**src/rtl/sprite_draw.sv**
```systemverilog
// 64x64 animated sprite compositor: latches position per frame, addresses the frame ROM, overlays onto bg_rgb with 3-clock latency.
// Optional horizontal mirroring (extra "mirror" input) is built when SPRITE_MIRROR_EN is defined.
module sprite_draw #(
    parameter int          NUM_FRAMES      = 11,
    parameter int          TICKS_PER_FRAME = 6,
    parameter logic [11:0] TRANSPARENT     = 12'hFFF
) (
    input  logic        clk,
    input  logic        reset_n,
    input  logic [9:0]  pixel_x,
    input  logic [9:0]  pixel_y,
    input  logic        video_on,
    input  logic        frame_tick,
    input  logic [9:0]  sprite_x,
    input  logic [9:0]  sprite_y,
    input  logic        anim_en,
`ifdef SPRITE_MIRROR_EN
    input  logic        mirror,
`endif
    input  logic [11:0] bg_rgb,
    output logic [5:0]  rom_col,
    output logic [5:0]  rom_row,
    input  logic [11:0] rom_color,
    output logic [3:0]  frame_sel,
    output logic [11:0] rgb_out,
    output logic        video_on_out
);

    localparam int          PIPE_STAGES = 2;
    localparam logic [3:0]  LAST_FRAME  = 4'(NUM_FRAMES - 1);
    localparam logic [7:0]  LAST_TICK   = 8'(TICKS_PER_FRAME - 1);

    typedef enum logic {
        HOLD = 1'b0,
        RUN  = 1'b1
    } anim_state_t;

    logic [9:0]  pos_x_reg;
    logic [9:0]  pos_y_reg;
    logic [5:0]  dx;
    logic [5:0]  dy;
    logic        in_box;
    logic [5:0]  col_next;
    logic [5:0]  rom_col_reg;
    logic [5:0]  rom_row_reg;
    logic [11:0] rgb_reg;
    logic        video_on_reg;
    anim_state_t state_reg;
    logic [7:0]  tick_cnt_reg;
    logic [3:0]  frame_sel_reg;

    // Position only moves during vertical blank so a frame never shows a torn sprite.
    always_ff @(posedge clk) begin
        if (!reset_n) begin
            pos_x_reg <= '0;
            pos_y_reg <= '0;
        end else if (frame_tick) begin
            pos_x_reg <= sprite_x;
            pos_y_reg <= sprite_y;
        end
    end

    // Only the low six bits of the offset address the ROM.
    assign dx = pixel_x[5:0] - pos_x_reg[5:0];
    assign dy = pixel_y[5:0] - pos_y_reg[5:0];

    // 11-bit right/bottom edges so a sprite near 1023 clips instead of wrapping to column 0.
    assign in_box = ({1'b0, pixel_x} >= {1'b0, pos_x_reg}) &&
                    ({1'b0, pixel_x} <  ({1'b0, pos_x_reg} + 11'd64)) &&
                    ({1'b0, pixel_y} >= {1'b0, pos_y_reg}) &&
                    ({1'b0, pixel_y} <  ({1'b0, pos_y_reg} + 11'd64));

`ifdef SPRITE_MIRROR_EN
    logic mirror_reg;

    always_ff @(posedge clk) begin
        if (!reset_n) begin
            mirror_reg <= 1'b0;
        end else if (frame_tick) begin
            mirror_reg <= mirror;
        end
    end

    assign col_next = mirror_reg ? ~dx : dx;
`else
    assign col_next = dx;
`endif

    always_ff @(posedge clk) begin
        if (!reset_n) begin
            rom_col_reg <= '0;
            rom_row_reg <= '0;
        end else begin
            rom_col_reg <= col_next;
            rom_row_reg <= dy;
        end
    end

    // Side-band {in_box, video_on, bg_rgb} travels alongside the ROM address and ROM read.
    genvar gi;
    generate
        for (gi = 0; gi < PIPE_STAGES; gi++) begin : g_pipe
            logic [13:0] stage_reg;
            if (gi == 0) begin : g_first
                always_ff @(posedge clk) begin
                    if (!reset_n) begin
                        stage_reg <= '0;
                    end else begin
                        stage_reg <= {in_box, video_on, bg_rgb};
                    end
                end
            end else begin : g_rest
                always_ff @(posedge clk) begin
                    if (!reset_n) begin
                        stage_reg <= '0;
                    end else begin
                        stage_reg <= g_pipe[gi-1].stage_reg;
                    end
                end
            end
        end
    endgenerate

    logic [13:0] side_d;
    assign side_d = g_pipe[PIPE_STAGES-1].stage_reg;

    always_ff @(posedge clk) begin
        if (!reset_n) begin
            rgb_reg      <= '0;
            video_on_reg <= 1'b0;
        end else begin
            video_on_reg <= side_d[12];
            if (!side_d[12]) begin
                rgb_reg <= '0;
            end else if (side_d[13] && (rom_color != TRANSPARENT)) begin
                rgb_reg <= rom_color;
            end else begin
                rgb_reg <= side_d[11:0];
            end
        end
    end

    // Dropping anim_en wins over a simultaneous wrapping frame_tick.
    always_ff @(posedge clk) begin
        if (!reset_n) begin
            state_reg     <= HOLD;
            tick_cnt_reg  <= '0;
            frame_sel_reg <= '0;
        end else begin
            case (state_reg)
                HOLD: begin
                    tick_cnt_reg <= '0;
                    if (anim_en) begin
                        state_reg <= RUN;
                    end
                end
                RUN: begin
                    if (!anim_en) begin
                        state_reg    <= HOLD;
                        tick_cnt_reg <= '0;
                    end else if (frame_tick) begin
                        if (tick_cnt_reg == LAST_TICK) begin
                            tick_cnt_reg  <= '0;
                            frame_sel_reg <= (frame_sel_reg == LAST_FRAME) ? 4'd0 : frame_sel_reg + 4'd1;
                        end else begin
                            tick_cnt_reg <= tick_cnt_reg + 8'd1;
                        end
                    end
                end
                default: state_reg <= HOLD;
            endcase
        end
    end

    assign rom_col      = rom_col_reg;
    assign rom_row      = rom_row_reg;
    assign frame_sel    = frame_sel_reg;
    assign rgb_out      = rgb_reg;
    assign video_on_out = video_on_reg;

endmodule

```
**config.mk**
```make
export PLATFORM = sky130hd
export DESIGN_NAME = sprite_draw
export DESIGN_NICKNAME = d
export VERILOG_FILES = /design/src/rtl/sprite_draw.sv
export SDC_FILE = /design/constraint.sdc
export NUM_CORES = 1
export LEC_CHECK = 0
export ABC_CLOCK_PERIOD_IN_PS = 4900
export CORE_MARGIN = 3
export CORE_UTILIZATION = 45
export CTS_CLUSTER_DIAMETER = 120
export DETAILED_ROUTE_END_ITERATION = 6
export PLACE_DENSITY = 0.74
export SLEW_MARGIN = 30
export SYNTH_ARGS = -nofsm -noshare
export SYNTH_HDL_FRONTEND = slang
export SYNTH_SLANG_ARGS = --single-unit
```
**constraint.sdc**
```tcl
create_clock -name clk -period 4.9 [get_ports clk]
set_input_delay 0.98 -clock clk [delete_from_list [all_inputs] [get_ports clk]]
set_output_delay 0.98 -clock clk [all_outputs]
set_load 0.005 [all_outputs]
```
==> flow_metrics.py <==
metrics = {
    "outcome": {
        "status": "finished, final reports clean",
    },
    "die": {
        "die_h_um": 98.27,
        "io_pins": 98,
        "core_area_sq_um": 8258,
        "dieArea_sq_um": 9657,
        "start_util_pct": 46.39,
        "rows": 33,
        "dieWidth_um": 98.27,
    },
    "worst_setup_path": {
        "required_ps": 5170,
        "arrival_ps": 3020,
        "cp_slowest_cell": "clkdlybuf4s50_1",
        "crit_chain": "clkdlybuf4s50_1, buf_4, nand3_1, o21bai_1, or3_1, a21oi_1",
        "critPathMaxStageDelay_ps": 450,
        "end_kind": "flip-flop",
        "cp-start-kind": "primary input",
        "critical_path_class": "primary input to flip-flop",
        "path_max_fanout": 23,
    },
    "clock_network": {
        "cts_buffers": 9,
        "cts.reportedPaths.clkPinSlew_ps": 80,
        "cts.sinks": 86,
        "cts.repair.resized": 0,
        "postCtsHoldBufs": 0,
        "clockBufferDepth": 2,
        "cts_setup_buffers": 0,
        "htreeDepth": 3,
        "tritoncts": "yes",
        "insertion_delay_ps": 340,
        "root_buffer": "clkbuf_8",
    },
    "routing": {
        "dr.pass1.iters": 4,
        "drc": 0,
        "final_antenna_net_count": 0,
        "via_count": 3041,
        "vias_per_cell": 4.969,
        "drtIter0Drc": 65,
        "wirelength_mm": 8.057,
        "post_drt_wl_per_cell_um": 13.17,
    },
    "global_routing": {
        "grt_max_degree": 42,
        "grt_pass1_wl_mm": 13.34,
        "grt_pass1_vias": 2921,
        "grt_overflow": 0,
        "antenna_found_initial": 0,
        "grt_util_all_layers_pct": 16.80,
    },
    "sta": {
        "setup_viol": 0,
        "fin_setup_tns_ps": 0,
        "min_period_over_period_pct": 56.14,
        "hold_violations": 0,
        "period_minus_slack_ps": 2751,
        "clock_skew_ps": 10.77,
        "slew_headroom_pct": 46.67,
        "rsz0062_at_grt": "false",
        "slew_violations": 0,
        "tightestPinTransition_ps": 798.3,
        "hold_slack_ps": 439.0,
        "clock.fmax_mhz": 363.5,
    },
    "synth": {
        "synth_mux_area_share_pct": 8.622,
        "synth-xor-area-share_pct": 1.600,
        "ys.flop_type": "dfxtp_1",
        "yosysWarningCount": 0,
        "synth_cell_types": 44,
        "synth.cell_area_sq_um": 3831,
        "synth_simple_gate_area_share_pct": 18.88,
        "synth_top_family_by_area": "simple AND/OR/NAND/NOR gates",
        "synth_compound_area_share_pct": 10.19,
        "synth_nets": 506,
        "synth_seq_area_share_pct": 44.94,
        "synthCells": 403,
        "ys_ff_latch": 86,
        "synth-edff-count": 0,
        "synth_area_per_cell_sq_um": 9.507,
        "synthArstFlopShare_pct": 0,
        "synth_adder_area_share_pct": 11.50,
    },
    "power_and_ir_drop": {
        "p_leak_nw": 2.168,
        "ir_drop_mv": 0.1265,
        "p_per_area_nw_per_um2": 290.2,
        "p_total_mw": 1.486,
    },
    "hold_path": {
        "hold_class": "flip-flop to flip-flop",
    },
    "final_layout": {
        "layout_commonest_cell": "clkdlybuf4s50_1",
        "final_nets": 605,
        "syn2layout_area_growth_pct": 33.64,
        "final_cell_mix": "97 x clkdlybuf4s50_1, 86 x dfxtp_1, 52 x nor2_1, 33 x mux2i_1, 32 x ha_1",
        "antenna_cells": 0,
        "largest_register_ffs": 28,
        "drive_gt1_share_pct": 5.128,
    },
    "placed_design": {
        "place.gp.congestion": 0.8558,
        "dpl.hpwl_mm": 6.119,
        "place.port_buffers": 97,
    },
    "job": {
        "cap_violations": 0,
    },
}
[where the power goes]
part	switching, mW	total, mW	internal [mW]
logic	0.0981	0.232	0.134
clock network	0.256	0.509	0.253
registers	0.0138	0.745	0.731
total	0.368	1.49	1.12
[kinds of logic (layout without fill, tap and decap cells)]
group	after synthesis	in the layout
AOI/OAI and AO/OA	63	63
xor gates and xnor gates	7	7
adders and majority gates	34	34
buffers and inverters	42	146
DFF	86	86
muxes	33	33
and+or+nand+nor	138	138
[worst max-delay path, delay by kind of cell]
family,cells,cell delay [ps]
buf+inv,2,800
simple gates,2,670
compound gates,2,560
[through the flow]
stage / utilization [%] / area (sq um) / instances / setup WS (ps)
4_1_cts: 62.00 / 5120 / 612 / 2163
3_3_place_gp: 59.50 / 4913 / 596 / 1872
5_1_grt: 62.00 / 5120 / 612 / 2019
2_1_floorplan: - / 3831 / 403 / 2526
3_5_place_dp: 59.50 / 4913 / 596 / 1799
6_report: 62.00 / 5120 / 612 / 2149
[final cells by class]
cell class	count	area, sq um
inverters	29	108.9
clock inverters	6	68.82
repair buffers	101	1001
multi-input cells	275	1951
flip-flops and latches	86	1722
well taps	105	131.4
clock buffers	10	137.6
fillers	723	3138
[metal layers]
metal	track usage [%]	up-vias	wire, um
met1	21.64	1378	3823
met5	0	-	0
met3	3.714	8	388
li1	-	1569	-
met2	28.27	86	3763
met4	5.042	0	81
[Yosys cell counts (8+ instances only)]
| library cell | count | area [sq um] |
|---|---|---|
| a21oi_1 | 21 | 105.1 |
| and2_1 | 29 | 181.4 |
| clkbuf_1 | 8 | 30.03 |
| dfxtp_1 | 86 | 1722 |
| ha_1 | 32 | 400.4 |
| inv_1 | 28 | 105.1 |
| mux2i_1 | 33 | 330.3 |
| nand2_1 | 10 | 37.54 |
| nand3_1 | 9 | 45.04 |
| nor2_1 | 52 | 195.2 |
| nor2b_1 | 8 | 50.05 |
| o21ai_0 | 14 | 70.07 |
[worst paths after layout]
check | start | end | slack (ps) | depth (start not counted)
worst min-delay path | g_pipe[0].stage_reg[12]$_SDFF_PN0_ | g_pipe[1].stage_reg[12]$_SDFF_PN0_ | 440 | 1
worst max register to register | tick_cnt_reg[0]$_SDFFE_PN0P_ | tick_cnt_reg[4]$_SDFFE_PN0P_ | 2640 | 6
worst min register to register | g_pipe[0].stage_reg[12]$_SDFF_PN0_ | g_pipe[1].stage_reg[12]$_SDFF_PN0_ | 440 | 1
worst max-delay path | frame_tick | tick_cnt_reg[6]$_SDFFE_PN0P_ | 2150 | 6
Power figures use the tool's default switching activity.
